[config.mk]
export PLATFORM = sky130hd
export DESIGN_NAME = operand_fetch_flat
export DESIGN_NICKNAME = d
export VERILOG_FILES = /design/src/rtl/operand_fetch_if.sv /design/src/rtl/operand_fetch.sv /design/src/flat_wrapper.sv
export SDC_FILE = /design/constraint.sdc
export NUM_CORES = 1
export LEC_CHECK = 0
export BUFFER_PORTS_ARGS = -buffer_cell sky130_fd_sc_hd__buf_2
export CORE_MARGIN = 4
export CORE_UTILIZATION = 51
export CTS_BUF_LIST = sky130_fd_sc_hd__clkbuf_8
export DETAILED_ROUTE_END_ITERATION = 7
export GPL_TIMING_DRIVEN = 0
export PLACE_DENSITY = 0.82
export SYNTH_ARGS = -nofsm -noshare
export SYNTH_HDL_FRONTEND = slang
export SYNTH_SLANG_ARGS = --single-unit
[constraint.sdc]
create_clock -name elk -period 4.9 [get_ports elk]
set_clock_uncertainty 0.05 [all_clocks]
set_input_delay 0.245 -clock elk [delete_from_list [all_inputs] [get_ports elk]]
set_output_delay 0.245 -clock elk [all_outputs]
set_load 0.05 [all_outputs]
[src/rtl/operand_fetch_if.sv]
// Bundle of handshake and bus signals around the operand_fetch stage.
//
// Groups:
//   upstream   : in_valid, in_instr -> stage; in_ready <- stage
//   reg file   : rd_addrA/B <- stage; rd_dataA/B -> stage
//   writeback  : wb_en, wb_addr, wb_data -> stage
//   execute    : out_valid and decoded bundle <- stage; out_ready -> stage
//
// Modports:
//   slave  : the operand_fetch stage itself
//   master : the surrounding environment (upstream, register file, writeback, execute)
interface operand_fetch_if;
  logic        in_valid;
  logic [31:0] in_instr;
  logic        in_ready;

  logic [4:0]  rd_addrA;
  logic [4:0]  rd_addrB;
  logic [31:0] rd_dataA;
  logic [31:0] rd_dataB;

  logic        wb_en;
  logic [4:0]  wb_addr;
  logic [31:0] wb_data;

  logic        out_valid;
  logic        out_ready;
  logic [5:0]  out_opcode;
  logic [5:0]  out_funct;
  logic [15:0] out_imm;
  logic [31:0] out_srcA;
  logic [31:0] out_srcB;
  logic [4:0]  out_dest;

  modport slave (
    input  in_valid, in_instr, rd_dataA, rd_dataB,
    input  wb_en, wb_addr, wb_data, out_ready,
    output in_ready, rd_addrA, rd_addrB,
    output out_valid, out_opcode, out_funct, out_imm, out_srcA, out_srcB, out_dest
  );

  modport master (
    output in_valid, in_instr, rd_dataA, rd_dataB,
    output wb_en, wb_addr, wb_data, out_ready,
    input  in_ready, rd_addrA, rd_addrB,
    input  out_valid, out_opcode, out_funct, out_imm, out_srcA, out_srcB, out_dest
  );
endinterface

[src/rtl/operand_fetch.sv]
// operand_fetch: MIPS decode / operand-fetch stage in front of a 32x32
// register file. Accepts one instruction per cycle, drives the register file
// read addresses from rs/rt, captures operands into a one-entry output
// register for execute, and stalls on registers with an in-flight write
// (32-entry scoreboard cleared by the writeback port).
//
// Ports:
//   elk       : clock, rising edge
//   nrst      : asynchronous reset, active-high despite its name
//   bus       : operand_fetch_if.slave (upstream handshake, register file,
//               writeback, execute bundle)
//   stall_cnt : saturating count of cycles stalled by a hazard
//
// Build option:
//   OPFETCH_BYPASS_EN : when defined, a source being written back in the
//                       same cycle is forwarded from wb_data instead of
//                       stalling. Undefined (default) means no forwarding.
module operand_fetch #(
  parameter int STALL_W = 16
) (
  input  logic               elk,
  input  logic               nrst,
  operand_fetch_if.slave     bus,
  output logic [STALL_W-1:0] stall_cnt
);

  typedef enum logic {EMPTY = 1'b0, FULL = 1'b1} state_e;

  state_e             state_q, state_d;
  logic [31:0]        sb_q, sb_d;
  logic [STALL_W-1:0] stall_q, stall_d;
  logic [5:0]         opcode_q, opcode_d;
  logic [5:0]         funct_q, funct_d;
  logic [15:0]        imm_q, imm_d;
  logic [31:0]        srca_q, srca_d;
  logic [31:0]        srcb_q, srcb_d;
  logic [4:0]         dest_q, dest_d;

  logic [5:0]  opcode;
  logic [4:0]  rs, rt, dest;
  logic        uses_rt;
  logic        byp_a, byp_b;
  logic        hazard;
  logic        in_ready_s;
  logic        accept;
  logic [31:0] src_a, src_b;

  function automatic logic [STALL_W-1:0] sat_inc(input logic [STALL_W-1:0] v);
    if (v == {STALL_W{1'b1}})
      return v;
    else
      return v + {{(STALL_W-1){1'b0}}, 1'b1};
  endfunction

  // Field decode; destination 0 means "no destination".
  always_comb begin
    opcode  = bus.in_instr[31:26];
    rs      = bus.in_instr[25:21];
    rt      = bus.in_instr[20:16];
    uses_rt = (opcode == 6'h00) || (opcode == 6'h04) ||
              (opcode == 6'h05) || (opcode == 6'h2B);
    if (opcode == 6'h00)
      dest = bus.in_instr[15:11];
    else if (((opcode >= 6'h08) && (opcode <= 6'h0F)) || (opcode == 6'h23))
      dest = rt;
    else
      dest = 5'd0;
  end

`ifdef OPFETCH_BYPASS_EN
  // A source retired this very cycle is forwarded from the writeback bus.
  assign byp_a = bus.wb_en && (bus.wb_addr == rs);
  assign byp_b = bus.wb_en && (bus.wb_addr == rt);
`else
  assign byp_a = 1'b0;
  assign byp_b = 1'b0;
`endif

  // Scoreboard bit 0 is never set, so $0 never raises a hazard. The WAW check
  // on the destination is never relieved by forwarding.
  assign hazard = (sb_q[rs] && !byp_a) ||
                  (uses_rt && sb_q[rt] && !byp_b) ||
                  sb_q[dest];

  assign src_a = (rs == 5'd0) ? 32'd0 : (byp_a ? bus.wb_data : bus.rd_dataA);
  assign src_b = (rt == 5'd0) ? 32'd0 : (byp_b ? bus.wb_data : bus.rd_dataB);

  assign accept = bus.in_valid && in_ready_s;

  // State register (with all other flops)
  always_ff @(posedge elk or posedge nrst) begin
    if (nrst) begin
      state_q  <= EMPTY;
      sb_q     <= '0;
      stall_q  <= '0;
      opcode_q <= '0;
      funct_q  <= '0;
      imm_q    <= '0;
      srca_q   <= '0;
      srcb_q   <= '0;
      dest_q   <= '0;
    end else begin
      state_q  <= state_d;
      sb_q     <= sb_d;
      stall_q  <= stall_d;
      opcode_q <= opcode_d;
      funct_q  <= funct_d;
      imm_q    <= imm_d;
      srca_q   <= srca_d;
      srcb_q   <= srcb_d;
      dest_q   <= dest_d;
    end
  end

  // Next-state logic of the output register
  always_comb begin
    state_d = state_q;
    case (state_q)
      EMPTY:   if (accept) state_d = FULL;
      FULL:    if (bus.out_ready && !accept) state_d = EMPTY;
      default: state_d = EMPTY;
    endcase
  end

  // Output logic; in_ready is held low while reset is asserted.
  always_comb begin
    in_ready_s = !nrst && !hazard && ((state_q == EMPTY) || bus.out_ready);
  end

  // Scoreboard, stall counter and bundle capture
  always_comb begin
    sb_d = sb_q;
    // Clear before set so that a same-cycle set of the same register wins.
    if (bus.wb_en)
      sb_d[bus.wb_addr] = 1'b0;
    if (accept && (dest != 5'd0))
      sb_d[dest] = 1'b1;

    stall_d = (bus.in_valid && hazard) ? sat_inc(stall_q) : stall_q;

    opcode_d = opcode_q;
    funct_d  = funct_q;
    imm_d    = imm_q;
    srca_d   = srca_q;
    srcb_d   = srcb_q;
    dest_d   = dest_q;
    if (accept) begin
      opcode_d = opcode;
      funct_d  = bus.in_instr[5:0];
      imm_d    = bus.in_instr[15:0];
      srca_d   = src_a;
      srcb_d   = src_b;
      dest_d   = dest;
    end
  end

  assign bus.in_ready   = in_ready_s;
  assign bus.rd_addrA   = rs;
  assign bus.rd_addrB   = rt;
  assign bus.out_valid  = (state_q == FULL);
  assign bus.out_opcode = opcode_q;
  assign bus.out_funct  = funct_q;
  assign bus.out_imm    = imm_q;
  assign bus.out_srcA   = srca_q;
  assign bus.out_srcB   = srcb_q;
  assign bus.out_dest   = dest_q;
  assign stall_cnt      = stall_q;

endmodule

[src/flat_wrapper.sv]
// flat-port wrapper written by rule: the top's interface ports become plain ports
module operand_fetch_flat 
#(
  parameter int STALL_W = 16
)
  (elk, nrst, stall_cnt, bus_in_valid, bus_in_instr, bus_rd_dataA, bus_rd_dataB, bus_wb_en, bus_wb_addr, bus_wb_data, bus_out_ready, bus_in_ready, bus_rd_addrA, bus_rd_addrB, bus_out_valid, bus_out_opcode, bus_out_funct, bus_out_imm, bus_out_srcA, bus_out_srcB, bus_out_dest);
  operand_fetch_if bus_i ();
  input  logic elk;
  input  logic nrst;
  output logic [STALL_W-1:0] stall_cnt;
  input wire logic [$bits(bus_i.in_valid)-1:0] bus_in_valid;
  input wire logic [$bits(bus_i.in_instr)-1:0] bus_in_instr;
  input wire logic [$bits(bus_i.rd_dataA)-1:0] bus_rd_dataA;
  input wire logic [$bits(bus_i.rd_dataB)-1:0] bus_rd_dataB;
  input wire logic [$bits(bus_i.wb_en)-1:0] bus_wb_en;
  input wire logic [$bits(bus_i.wb_addr)-1:0] bus_wb_addr;
  input wire logic [$bits(bus_i.wb_data)-1:0] bus_wb_data;
  input wire logic [$bits(bus_i.out_ready)-1:0] bus_out_ready;
  output wire logic [$bits(bus_i.in_ready)-1:0] bus_in_ready;
  output wire logic [$bits(bus_i.rd_addrA)-1:0] bus_rd_addrA;
  output wire logic [$bits(bus_i.rd_addrB)-1:0] bus_rd_addrB;
  output wire logic [$bits(bus_i.out_valid)-1:0] bus_out_valid;
  output wire logic [$bits(bus_i.out_opcode)-1:0] bus_out_opcode;
  output wire logic [$bits(bus_i.out_funct)-1:0] bus_out_funct;
  output wire logic [$bits(bus_i.out_imm)-1:0] bus_out_imm;
  output wire logic [$bits(bus_i.out_srcA)-1:0] bus_out_srcA;
  output wire logic [$bits(bus_i.out_srcB)-1:0] bus_out_srcB;
  output wire logic [$bits(bus_i.out_dest)-1:0] bus_out_dest;
  assign bus_i.in_valid = bus_in_valid;
  assign bus_i.in_instr = bus_in_instr;
  assign bus_i.rd_dataA = bus_rd_dataA;
  assign bus_i.rd_dataB = bus_rd_dataB;
  assign bus_i.wb_en = bus_wb_en;
  assign bus_i.wb_addr = bus_wb_addr;
  assign bus_i.wb_data = bus_wb_data;
  assign bus_i.out_ready = bus_out_ready;
  assign bus_in_ready = bus_i.in_ready;
  assign bus_rd_addrA = bus_i.rd_addrA;
  assign bus_rd_addrB = bus_i.rd_addrB;
  assign bus_out_valid = bus_i.out_valid;
  assign bus_out_opcode = bus_i.out_opcode;
  assign bus_out_funct = bus_i.out_funct;
  assign bus_out_imm = bus_i.out_imm;
  assign bus_out_srcA = bus_i.out_srcA;
  assign bus_out_srcB = bus_i.out_srcB;
  assign bus_out_dest = bus_i.out_dest;
  operand_fetch #(.STALL_W(STALL_W)) u_core (.elk(elk), .nrst(nrst), .bus(bus_i), .stall_cnt(stall_cnt));
endmodule
==> impl_metrics.toml <==
[yosys]
synth-main-ff-cell = "dfrtp_1"
synth_area_um2 = 7060
synth.top_cell.area_share_pct = 49.6
synth.avg_cell_area_um2 = 9.85
ys_top_cells_by_area = "dfrtp_1 50%, nand2_1 8.7%, o21ai_0 8.0%, mux2_2 3.8%, mux4_2 3.8%"
syn_inst = 717
yosysWarnings = 0
synth_edf_count = 0
ys_ff_latch = 140
synth_area_leader_cell = "dfrtp_1"
synthArstFlopShare_pct = 100
ys_seq_area_share_pct = 49.6
ys_types = 62
synth.net_count = 856

[cells_and_area]
fill_cells = 902
area_growth_pct = 36.3
fin_nets = 1179
num_antenna_cells = 0
regArea_um2 = 3500
multi_input_area_um2 = 3200
final_cell_area_um2 = 9630
drive_gt1_share_pct = 32.7
final_cells = 1228

[sta]
hold_viol = 0
tightestPinTransition_ps = 732
fmax_ghz = 0.222
finalCritPeriodShare_pct = 92.0
timing.slew.headroom_pct = 50.8
holdWs_ps = 19.4
finalSetupViolCount = 0
report.final.slew_viol_count = 0
rsz0062_at_grt = "false"
period_needed_ps = 4510

[global_route]
grt_pass1_vias = 7285
grt_pass1_wl_um = 37700
grt_max_degree = 80
antenna_found_initial = 0
grt_use_total_pct = 30.0
grt_overflow = 0

[clocking]
insertion_delay_ps = 440
cts_tree = "done"
cts.sinks = 140
clkSlewWorstSetupHoldPaths_ps = 90
ctsRootBufferMaster = "clkbuf_8"
clk_path_buf_depth = 2
htree_levels = 4
numCtsBuffers = 17

[critical_path]
r2r-end = "u_core.bus.out_srcB[12]"
worstPathMaxFanout = 10
start_kind = "input port"
r2r_start = "u_core.sb_q[27]"
crit_path_end_kind = "output port"
arrival_ps = 4210
setup.worst_path.start = "bus_in_instr[12]"
r2r_setup_slack_ps = 1090
worst_r2r_path_depth = 11
cp-endpoint = "bus_in_ready"
worstSetupPathType = "input port to output port"
critPathRequiredTime_ps = 4610

[hold_path]
hold_path_class = "input port to flop"

[routing]
route.detailed.drc = 0
highest_layer = "met4"
wl_per_cell_um = 19.5
num_vias = 7175
first_pass_iters = 5
viasPerCell = 5.84
drt_iter0_drc = 791
wl_met2_um = 11600
wl_met1_um = 9120
ant_nets = 0
wirelength_um = 23900
wl_met3_um = 1970

[die]
start_util_pct = 52.7
core-area_um2 = 13400
die_width_um = 126
rows = 42
io_pins = 263
fp.dieH_um = 126
die_area_um2 = 15800

[power_and_ir_drop]
peakVddDrop_v = 0.000313
p_per_area_nw_per_um2 = 407
total_power_mw = 3.92
p_leak_nw = 4.82

[placement]
place_congestion = 0.960
portBuffers = 228
place_inst = 1122
hpwlAfterDp_um = 16000
place_area_um2 = 8460

[run_status]
outcome = "finished, final reports clean"

[flow_run]
maxCapViolCount = 0
## registers in the layout (all words and copies together), names as in the netlist
| register | cells |
|---|---|
| u_core.bus.out_srcA | 32 |
| u_core.bus.out_srcB | 32 |
| u_core.sb_q | 32 |
| u_core.bus.out_imm | 16 |
| u_core.stall_cnt | 16 |
| u_core.bus.out_opcode | 6 |
| u_core.bus.out_dest | 5 |
| u_core.bus.out_valid | 1 |
## worst min path at each step
stage / slack, ps / endpoint / cells after the start / start
final: 20 / u_core.bus.out_srcA[19] / 3 / bus_rd_dataA[19]
after CTS: 0.9 / u_core.bus.out_srcA[26] / 3 / bus_rd_dataA[26]
after detailed placement: 320 / u_core.bus.out_opcode[2] / 2 / nrst
after floorplan: 330 / u_core.bus.out_srcA[0] / 2 / bus_rd_dataA[0]
after global routing: 2 / u_core.bus.out_srcA[19] / 3 / bus_rd_dataA[19]
after global placement: 410 / u_core.bus.out_srcB[3] / 2 / u_core.bus.out_srcB[3]
## metal layers
layer | global-route usage [%] | up-vias
met4 | 16.8 | 0
li1 | - | 3172
met2 | 49.4 | 440
met5 | 0 | -
met3 | 6.48 | 100
met1 | 36.7 | 3463
## worst max-delay path, cell delays in order
cell and delay, ps:
dlygate4sd3_1 550, buf_2 120, nor4b_1 460, nand2_1 250, nand2_1 240, mux2_2 350, a21oi_1 120, or4b_1 500
nor3_2 470, clkbuf_1 420, and3_1 220, buf_2 250
## cell usage after synthesis (all sizes together) (2+ instances only)
master / count
nor4bb: 3
nor3: 10
clkbuf: 25
nand2b: 3
a21o: 5
nand2: 163
o32ai: 3
mux4: 14
nand4: 5
and3: 6
a211oi: 6
nor2: 10
or3b: 3
dfrtp: 140
nor4: 6
o31ai: 2
inv: 6
nand3b: 6
and4b: 2
nor2b: 3
nor3b: 3
nor4b: 6
a22oi: 3
mux2i: 13
and2: 5
or3: 6
o211ai: 2
mux2: 26
a21oi: 4
a311oi: 2
or4b: 2
nand3: 22
o21a: 3
xor2: 14
o21ai: 137
a311o: 2
buf: 32
## kinds of logic after synthesis
logic type | share of synthesized area [%]
AO/OA/AOI/OAI | 14.4
XOR/XNOR | 1.86
adder cells (fa/ha/maj) | 0.177
buffers and inverters | 5.10
flip-flops | 49.6
multiplexers | 10.7
AND/OR/NAND/NOR | 18.2
## final cells by class
type                    instances  area share (%)
flip-flops and latches        140            36.4
multi-input cells             514            33.3
repair buffers                304            19.9
plain buffers                  57            3.51
clock buffers                  18            2.57
well taps                     176            2.29
clock inverters                13            1.73
inverters                       6           0.286
## per-stage QoR
step                      util [%]  setup slack (ps)  setup TNS [ps]
after global placement        62.9             -1310         -250950
after CTS                     71.7               160               0
after floorplan                  -               164               0
after detailed placement      63.1               332               0
after global routing          71.8               102               0
final                         71.8               392               0
## where the power goes
part | switching [mW] | internal (mW)
clock | 0.470 | 0.520
combinational | 1.07 | 0.379
sequential | 0.136 | 1.35
## cell usage in the layout, fill, tap and decap left out, types with 7 or more instances in the layout
cell type,n
xor2_1,14
o21ai_1,19
nand3_1,22
buf_4,17
buf_2,234
dlygate4sd3_1,75
nor3_1,8
dfrtp_1,140
clkbuf_8,18
clkbuf_1,25
nand2_1,163
o21ai_0,113
buf_6,7
mux4_2,12
mux2i_1,13
nor2_1,10
mux2_2,24
## what timing repair did
action | in CTS | in global routing
hold buffers | 74 | 1
setup buffers | 0 | 0
endpoints found under the setup margin | 0 | 1
endpoints found under the hold margin | 136 | 1
resized for setup | 0 | 1
No activity file was read; power rests on OpenSTA's default activity.
